--- src/rtl/mm_byte_bus_master.sv ---
// Host-side initiator for the memory_manager byte bus: turns one 16-bit word
// request into two byte transactions (LS byte at even address, MS byte at odd).
module mm_byte_bus_master #(
    parameter int DATA_WIDTH    = 8,
    parameter int ADDRESS_WIDTH = 23,
    parameter int WORD_WIDTH    = 16,
    parameter int READ_LATENCY  = 2
) (
    input  logic                     clk,
    input  logic                     rst_n,
    input  logic                     req_valid,
    output logic                     req_ready,
    input  logic                     req_write,
    input  logic [ADDRESS_WIDTH-2:0] req_addr,
    input  logic [WORD_WIDTH-1:0]    req_wdata,
    output logic                     resp_valid,
    output logic [WORD_WIDTH-1:0]    resp_rdata,
    output logic [ADDRESS_WIDTH-1:0] address,
    output logic                     wren,
    output logic [DATA_WIDTH-1:0]    data_out,
    output logic                     data_oe,
    input  logic [DATA_WIDTH-1:0]    data_in
);

    localparam int                LAT_W    = (READ_LATENCY > 1) ? $clog2(READ_LATENCY) : 1;
    localparam logic [LAT_W-1:0]  LAT_LAST = LAT_W'(READ_LATENCY - 1);

    typedef enum logic [2:0] {
        S_IDLE,
        S_WR_LO,
        S_WR_HI,
        S_RD_LO,
        S_RD_HI,
        S_DONE
    } state_t;

    state_t                     r_state,     w_stateNext;
    logic [ADDRESS_WIDTH-2:0]   r_addr,      w_addrNext;
    logic [DATA_WIDTH-1:0]      r_wdataHi,   w_wdataHiNext;
    logic [LAT_W-1:0]           r_lat,       w_latNext;
    logic [ADDRESS_WIDTH-1:0]   r_address,   w_addressNext;
    logic                       r_wren,      w_wrenNext;
    logic                       r_oe,        w_oeNext;
    logic [DATA_WIDTH-1:0]      r_dataOut,   w_dataOutNext;
    logic                       r_respValid, w_respValidNext;
    logic [WORD_WIDTH-1:0]      r_rdata,     w_rdataNext;
    logic                       w_latDone;

    // Every bus-facing output is computed one cycle ahead and registered, so
    // the byte address and strobes appear cleanly on the edge a state is entered.
    always_comb begin
        w_stateNext     = r_state;
        w_addrNext      = r_addr;
        w_wdataHiNext   = r_wdataHi;
        w_latNext       = r_lat;
        w_addressNext   = r_address;
        w_wrenNext      = 1'b0;
        w_oeNext        = 1'b0;
        w_dataOutNext   = r_dataOut;
        w_respValidNext = 1'b0;
        w_rdataNext     = r_rdata;
        w_latDone       = (r_lat == LAT_LAST);

        case (r_state)
            S_IDLE: begin
                if (req_valid) begin
                    w_addrNext    = req_addr;
                    w_wdataHiNext = req_wdata[WORD_WIDTH-1:DATA_WIDTH];
                    w_latNext     = '0;
                    w_addressNext = {req_addr, 1'b0};
                    if (req_write) begin
                        w_stateNext   = S_WR_LO;
                        w_wrenNext    = 1'b1;
                        w_oeNext      = 1'b1;
                        w_dataOutNext = req_wdata[DATA_WIDTH-1:0];
                    end else begin
                        w_stateNext   = S_RD_LO;
                    end
                end
            end
            S_WR_LO: begin
                w_stateNext   = S_WR_HI;
                w_addressNext = {r_addr, 1'b1};
                w_wrenNext    = 1'b1;
                w_oeNext      = 1'b1;
                w_dataOutNext = r_wdataHi;
            end
            S_WR_HI: begin
                w_stateNext     = S_DONE;
                w_respValidNext = 1'b1;
            end
            S_RD_LO: begin
                if (w_latDone) begin
                    w_rdataNext[DATA_WIDTH-1:0] = data_in;
                    w_stateNext   = S_RD_HI;
                    w_addressNext = {r_addr, 1'b1};
                    w_latNext     = '0;
                end else begin
                    w_latNext     = r_lat + LAT_W'(1);
                end
            end
            S_RD_HI: begin
                if (w_latDone) begin
                    w_rdataNext[WORD_WIDTH-1:DATA_WIDTH] = data_in;
                    w_stateNext     = S_DONE;
                    w_respValidNext = 1'b1;
                    w_latNext       = '0;
                end else begin
                    w_latNext       = r_lat + LAT_W'(1);
                end
            end
            S_DONE: begin
                w_stateNext = S_IDLE;
            end
            default: begin
                w_stateNext = S_IDLE;
            end
        endcase
    end

    always_ff @(posedge clk or negedge rst_n) begin
        if (!rst_n) begin
            r_state     <= S_IDLE;
            r_addr      <= '0;
            r_wdataHi   <= '0;
            r_lat       <= '0;
            r_address   <= '0;
            r_wren      <= 1'b0;
            r_oe        <= 1'b0;
            r_dataOut   <= '0;
            r_respValid <= 1'b0;
            r_rdata     <= '0;
        end else begin
            r_state     <= w_stateNext;
            r_addr      <= w_addrNext;
            r_wdataHi   <= w_wdataHiNext;
            r_lat       <= w_latNext;
            r_address   <= w_addressNext;
            r_wren      <= w_wrenNext;
            r_oe        <= w_oeNext;
            r_dataOut   <= w_dataOutNext;
            r_respValid <= w_respValidNext;
            r_rdata     <= w_rdataNext;
        end
    end

    assign req_ready  = (r_state == S_IDLE);
    assign resp_valid = r_respValid;
    assign resp_rdata = r_rdata;
    assign address    = r_address;
    assign wren       = r_wren;
    assign data_out   = r_dataOut;
    assign data_oe    = r_oe;

endmodule
--- config.mk ---
export PLATFORM = sky130hd
export DESIGN_NAME = mm_byte_bus_master
export DESIGN_NICKNAME = d
export VERILOG_FILES = /design/src/rtl/mm_byte_bus_master.sv
export SDC_FILE = /design/constraint.sdc
export NUM_CORES = 1
export LEC_CHECK = 0
export CAP_MARGIN = 10
export CORE_ASPECT_RATIO = 1.2
export CORE_MARGIN = 2
export CORE_UTILIZATION = 51
export CTS_CLUSTER_SIZE = 40
export DETAILED_ROUTE_END_ITERATION = 16
export MAX_ROUTING_LAYER = met4
export PLACE_DENSITY = 0.95
export SLEW_MARGIN = 10
export SYNTH_ARGS = -nofsm -noshare
export SYNTH_HDL_FRONTEND = slang
export SYNTH_SLANG_ARGS = --single-unit
--- constraint.sdc ---
create_clock -name clk -period 3.6 [get_ports clk]
set_input_delay 0.54 -clock clk [delete_from_list [all_inputs] [get_ports clk]]
set_output_delay 0.54 -clock clk [all_outputs]
set_load 0.05 [all_outputs]
=== Word-level counts from Yosys, hierarchy flattened ===
Cells that the tools add are included.
Widths: inputs -> output; s select.

* Register bits: 83
* Latch bits: 0
* Memory bits (writable): 0
* ROM bits: 0
* Input port bits: 50
* Output and inout bits: 51
* Word-level logic and storage cells: 50
* Memories: 0

* Add/subtract/negate cells: 1
* $mul: 0
* Div/mod/pow operators: 0
* $lt $le $gt $ge: 0
* Equal/unequal tests: 8
* Shift operators: 0
* Mux-type cells: 19
* Bitwise operators: 0
* Reductions and logical operators: 12

{| class="wikitable"
|+ Operators with widths
! cell !! count
|-
| $pmux 23 s3 || 1
|-
| $mux 23 || 2
|-
| $mux 8 || 2
|-
| $pmux 8 s2 || 1
|-
| $pmux 3 s5 || 1
|-
| $mux 3 || 3
|-
| $reduce_and 3->1 || 3
|-
| $reduce_and 2->1 || 4
|-
| $eq 3x2->1 const B || 2
|-
| $ne 2x2->1 const B || 3
|-
| $pmux 1 s2 || 3
|-
| $mux 1 || 5
|-
| $reduce_bool 2->1 || 2
|-
| $eq 3x1->1 const B || 1
|-
| $eq 3x3->1 const B || 1
|-
| $logic_not 3->1 || 1
|-
| $reduce_bool 3->1 || 1
|-
| $mux 2 || 1
|-
| $ne 2x1->1 const B || 1
|-
| $reduce_or 2->1 || 1
|-
| $add 1x1->1 const B || 1
|}

=== Longest topological paths before layout ===
* Depth in word-level cells: 4
* Depth in mapped cells: 6

=== Least setup slack after synthesis ===
OpenSTA, ideal clock, no wires.

* Path type: register to output
* From: register r_state[2]
* To: output req_ready
* Arrival time: 1,719 ps
* Slack: 1,341 ps
* Cell stages (with the launch flop): 3
* Path through: dfrtp_1 > clkbuf_1 > nor3_1

* Word-level cells in the longest chain between the ends: 1

{| class="wikitable"
|+ RTL lines
! element !! line !! RTL
|-
| start, declared || 37 || <nowiki>state_t r_state, w_stateNext;</nowiki>
|-
| start signal, assigned || 134 || <nowiki>r_state <= w_stateNext;</nowiki>
|-
| $logic_not 3->1 || 147 || <nowiki>assign req_ready = (r_state == S_IDLE);</nowiki>
|-
| end, declared || 12 || <nowiki>output logic req_ready,</nowiki>
|}

Every way passes these cells.

=== Final worst setup path ===
Same ends and word-level chain as after synthesis.

==> tab_implementation.tex <==
\begin{tabular}{lr}
\hline
Metric & Value \\
\hline
\multicolumn{2}{l}{\textbf{Outcome}} \\
\quad Run status & finished clean \\
\multicolumn{2}{l}{\textbf{Route}} \\
\quad Highest routed metal layer & met4 \\
\quad Post-detailed-route DRC marker count & 0 \\
\quad Post-route ant nets & 0 \\
\quad Routed vias & approximately 2300 \\
\quad WL per Instance & about 16 um \\
\quad Iteration-0 DRC Markers & roughly 90 \\
\quad Met1 Wirelength & a little under 3000 um \\
\quad Amount of wire on met2 after detailed routing & $\sim$3700 um \\
\quad Drt pass-1 iters & 4 \\
\quad Vias per cell & just over 5 \\
\quad Total wire length & $\sim$7000 um \\
\quad Wire length on met3 & around 300 um \\
\multicolumn{2}{l}{\textbf{Clocking}} \\
\quad Register clock-pin slew on the reported worst setup and hold paths & roughly 0.080 ns \\
\quad Number of setup buffers added after CTS & 0 \\
\quad Number of clock sinks & 83 \\
\quad Largest buffer count on any clock path & 2 \\
\quad Clock buffer count from CTS & 9 \\
\quad Number of H-tree levels & 3 \\
\quad CTS hold repair buffers & 0 \\
\quad TritonCTS clock tree & done \\
\quad Cell at the root of the clock tree & sky130\_fd\_sc\_hd\_\_clkbuf\_8 \\
\quad Skew-Pair Late Insertion Delay & between 0.3 and 0.4 ns \\
\quad Post-CTS resize count & 0 \\
\multicolumn{2}{l}{\textbf{STA}} \\
\quad Finish-stage setup viols & 0 \\
\quad Fin Clk Skew & between 0.008 and 0.009 ns \\
\quad Part of the cycle the worst path needs & 0.692 \\
\quad Worst slew margin relative to its limit & 0.323 \\
\quad Fmax & $\sim$400 MHz \\
\quad Count of final max-slew check failures & 0 \\
\quad Setup TNS after final layout & 0 ns \\
\quad Final Hold Violating Endpoints & 0 \\
\quad Post-layout minimum cycle time & $\sim$2.5 ns \\
\quad RSZ-0062 raised after global routing & false \\
\quad Transition at the pin with the smallest max-transition slack & $\sim$1.0 ns \\
\multicolumn{2}{l}{\textbf{Logic synthesis}} \\
\quad Flip-flop and latch count after synthesis & 83 \\
\quad Number of warnings printed during yosys synthesis & 0 \\
\quad Post-synthesis sequential area ratio & 0.584 \\
\quad Post-Syn Area per Cell & $\sim$14 um2 \\
\quad Number of nets produced by synthesis & about 300 \\
\quad Synth Flop Type & sky130\_fd\_sc\_hd\_\_dfrtp\_1 \\
\quad Total standard cell area after synthesis & roughly 3600 um2 \\
\quad EDFF count, synth & 0 \\
\quad Fraction of registers with async set/reset & 1.00 \\
\quad Number of standard cells after synthesis & roughly 250 \\
\quad Synth cell types & 26 \\
\multicolumn{2}{l}{\textbf{Die}} \\
\quad Row count & 33 \\
\quad Std-Cell Core Area & 6810 um2 \\
\quad Height of the die & approximately 95 um \\
\quad Initial core utilization & 0.522 \\
\quad Die area & $\sim$7700 um2 \\
\quad I/O pin count & 101 \\
\quad Horizontal die dimension & 80.2 um \\
\multicolumn{2}{l}{\textbf{Critical path}} \\
\quad Max FO, Critical Path & 16 \\
\quad CP Class & reg -> out \\
\quad Number of cells on the worst reg-to-reg path & 3 \\
\quad Worst r2r dst & data\_out[2] \\
\quad Endpoint kind of the worst setup timing path & primary output \\
\quad Crit path DAT & a little under 2 ns \\
\quad Critical path data required time & a little over 3 ns \\
\quad Critical path launch point & r\_state[2] \\
\quad R2R Path Start & r\_state[2] \\
\quad Nature of the critical path startpoint & flip-flop \\
\quad Minimum setup slack among reg-to-reg paths & between 1 and 1.5 ns \\
\quad Capturing element of the worst setup path & req\_ready \\
\multicolumn{2}{l}{\textbf{Cells and area}} \\
\quad Synth-to-layout area growth & 35.7\% \\
\quad Non-filler cells, final & 443 \\
\quad Most common library cell in the layout ignoring fill and taps & sky130\_fd\_sc\_hd\_\_clkdlybuf4s50\_1 \\
\quad Final nets & $\sim$400 \\
\quad Final Instance Area & about 4800 um2 \\
\quad Count of antenna diodes in the layout & 0 \\
\quad Core Util, Final & 0.709 \\
\quad Leading cell types in the layout, fill and taps excluded & 99 x sky130\_fd\_sc\_hd\_\_clkdlybuf4s50\_1, 83 x sky130\_fd\_sc\_hd\_\_dfrtp\_1, 58 x sky130\_fd\_sc\_hd\_\_mux2\_2 \\
\quad Share of post-route cells with drive strength above 1 & 0.233 \\
\multicolumn{2}{l}{\textbf{Power and ir drop}} \\
\quad Final Total Pwr & approximately 5.3 mW \\
\quad Pwr dens & approximately 1100 nW/um2 \\
\quad Static Leak & $\sim$2 nW \\
\quad Peak VDD IR & just under 0.0007 V \\
\multicolumn{2}{l}{\textbf{Global routing}} \\
\quad Global-route wire length before repair & about 11000 um \\
\quad Vias in the first global route & $\sim$2400 \\
\quad GR Util All Layers & 0.201 \\
\quad Number of antenna violations at the first check in global routing & 0 \\
\quad Total global routing overflow & 0 \\
\quad Pin count of the biggest net entering global routing & 84 \\
\multicolumn{2}{l}{\textbf{Placed design}} \\
\quad Number of buffers added on ports & 100 \\
\quad Placer congestion estimate & between 0.6 and 0.7 \\
\quad Cells after DPL & approximately 430 \\
\quad Detailed placement HPWL & between 4000 and 5000 um \\
\quad Placed Instance Area & approximately 4600 um2 \\
\multicolumn{2}{l}{\textbf{Worst hold path}} \\
\quad Class of the most critical hold timing path & in -> async \\
\multicolumn{2}{l}{\textbf{Job}} \\
\quad Max Cap Viol & 0 \\
\hline
\end{tabular}
[critical path: stages (launching register included)]
cell and delay (ns):
sky130_fd_sc_hd__dfrtp_1 0.55, sky130_fd_sc_hd__nor3_1 0.25, sky130_fd_sc_hd__clkdlybuf4s50_1 0.83
[synth_stat cells, types with 2 or more instances]
cell type                   n  share of area
sky130_fd_sc_hd__nor2_1     7         0.0074
sky130_fd_sc_hd__o21ai_0    4         0.0056
sky130_fd_sc_hd__or2_2      2         0.0035
sky130_fd_sc_hd__a21oi_1    6         0.0084
sky130_fd_sc_hd__nand2b_1   4         0.0070
sky130_fd_sc_hd__buf_6      2         0.0063
sky130_fd_sc_hd__o21ai_1    8          0.011
sky130_fd_sc_hd__dfrtp_1   83           0.58
sky130_fd_sc_hd__buf_4      3         0.0063
sky130_fd_sc_hd__mux2_2    58           0.18
sky130_fd_sc_hd__nor3_1     3         0.0042
sky130_fd_sc_hd__mux2_1    32           0.10
sky130_fd_sc_hd__buf_2     11          0.015
sky130_fd_sc_hd__nand2_1   11          0.012
sky130_fd_sc_hd__mux2i_1    8          0.023
[report_power, final]
| group | total (mW) | switching [mW] | internal, mW |
|---|---|---|---|
| Clock | 0.735 | 0.307 | 0.428 |
| Combinational | 2.81 | 1.64 | 1.17 |
| Sequential | 1.71 | 0.294 | 1.41 |
| Total | 5.25 | 2.24 | 3.02 |
[metal layers]
| metal | up-vias | track usage |
|---|---|---|
| met2 | 64 | 0.338 |
| met1 | 1145 | 0.241 |
| li1 | 1083 | - |
| met5 | - | - |
| met4 | 0 | 0.0734 |
| met3 | 7 | 0.0398 |
[per-stage QoR]
step,worst slack [ns],hold slack (ns)
6_report,1.11,0.371
5_1_grt,1.01,0.455
4_1_cts,1.08,0.414
3_5_place_dp,1.11,0.479
3_3_place_gp,1.23,0.463
2_1_floorplan,1.34,0.244
[flip-flops by register name, summed over array words and instances, names as in the netlist]
signal      cells
r_lat           1
address        23
data_out        8
r_addr         22
r_state         3
resp_valid      1
data_oe         1
resp_rdata     16
r_wdataHi       8
[how the worst min path moves through the flow]
stage / to / cells after the start / slack (ns) / from
after floorplan: address[0] / 0 / 0.24 / rst_n
after global placement: data_out[7] / 2 / 0.46 / r_wdataHi[7]
after detailed placement: data_out[1] / 2 / 0.48 / r_wdataHi[1]
after CTS: r_addr[18] / 1 / 0.41 / rst_n
after global routing: r_addr[17] / 1 / 0.46 / rst_n
final: address[19] / 1 / 0.37 / rst_n
[kinds of logic (layout without fill, tap and decap cells)]
group | Yosys count | in the layout | synth area share
DFF | 83 | 83 | 0.584
buffers and inverters | 18 | 121 | 0.0303
and+or+nand+nor | 32 | 32 | 0.0433
xor gates and xnor gates | 1 | 1 | 0.00246
AOI/OAI and AO/OA | 21 | 21 | 0.0324
muxes | 98 | 98 | 0.308
[final cells by class]
class                           instances  area, um2
Inverter                                1       3.75
Multi-Input combinational cell        152       1380
Timing Repair Buffer                  104       1030
Tap cell                               87        109
Fill cell                             479       1990
Sequential cell                        83       2080
Clock buffer                           12        155
Clock inverter                          4       72.6
Note: power is estimated with default switching activity, not from simulation.
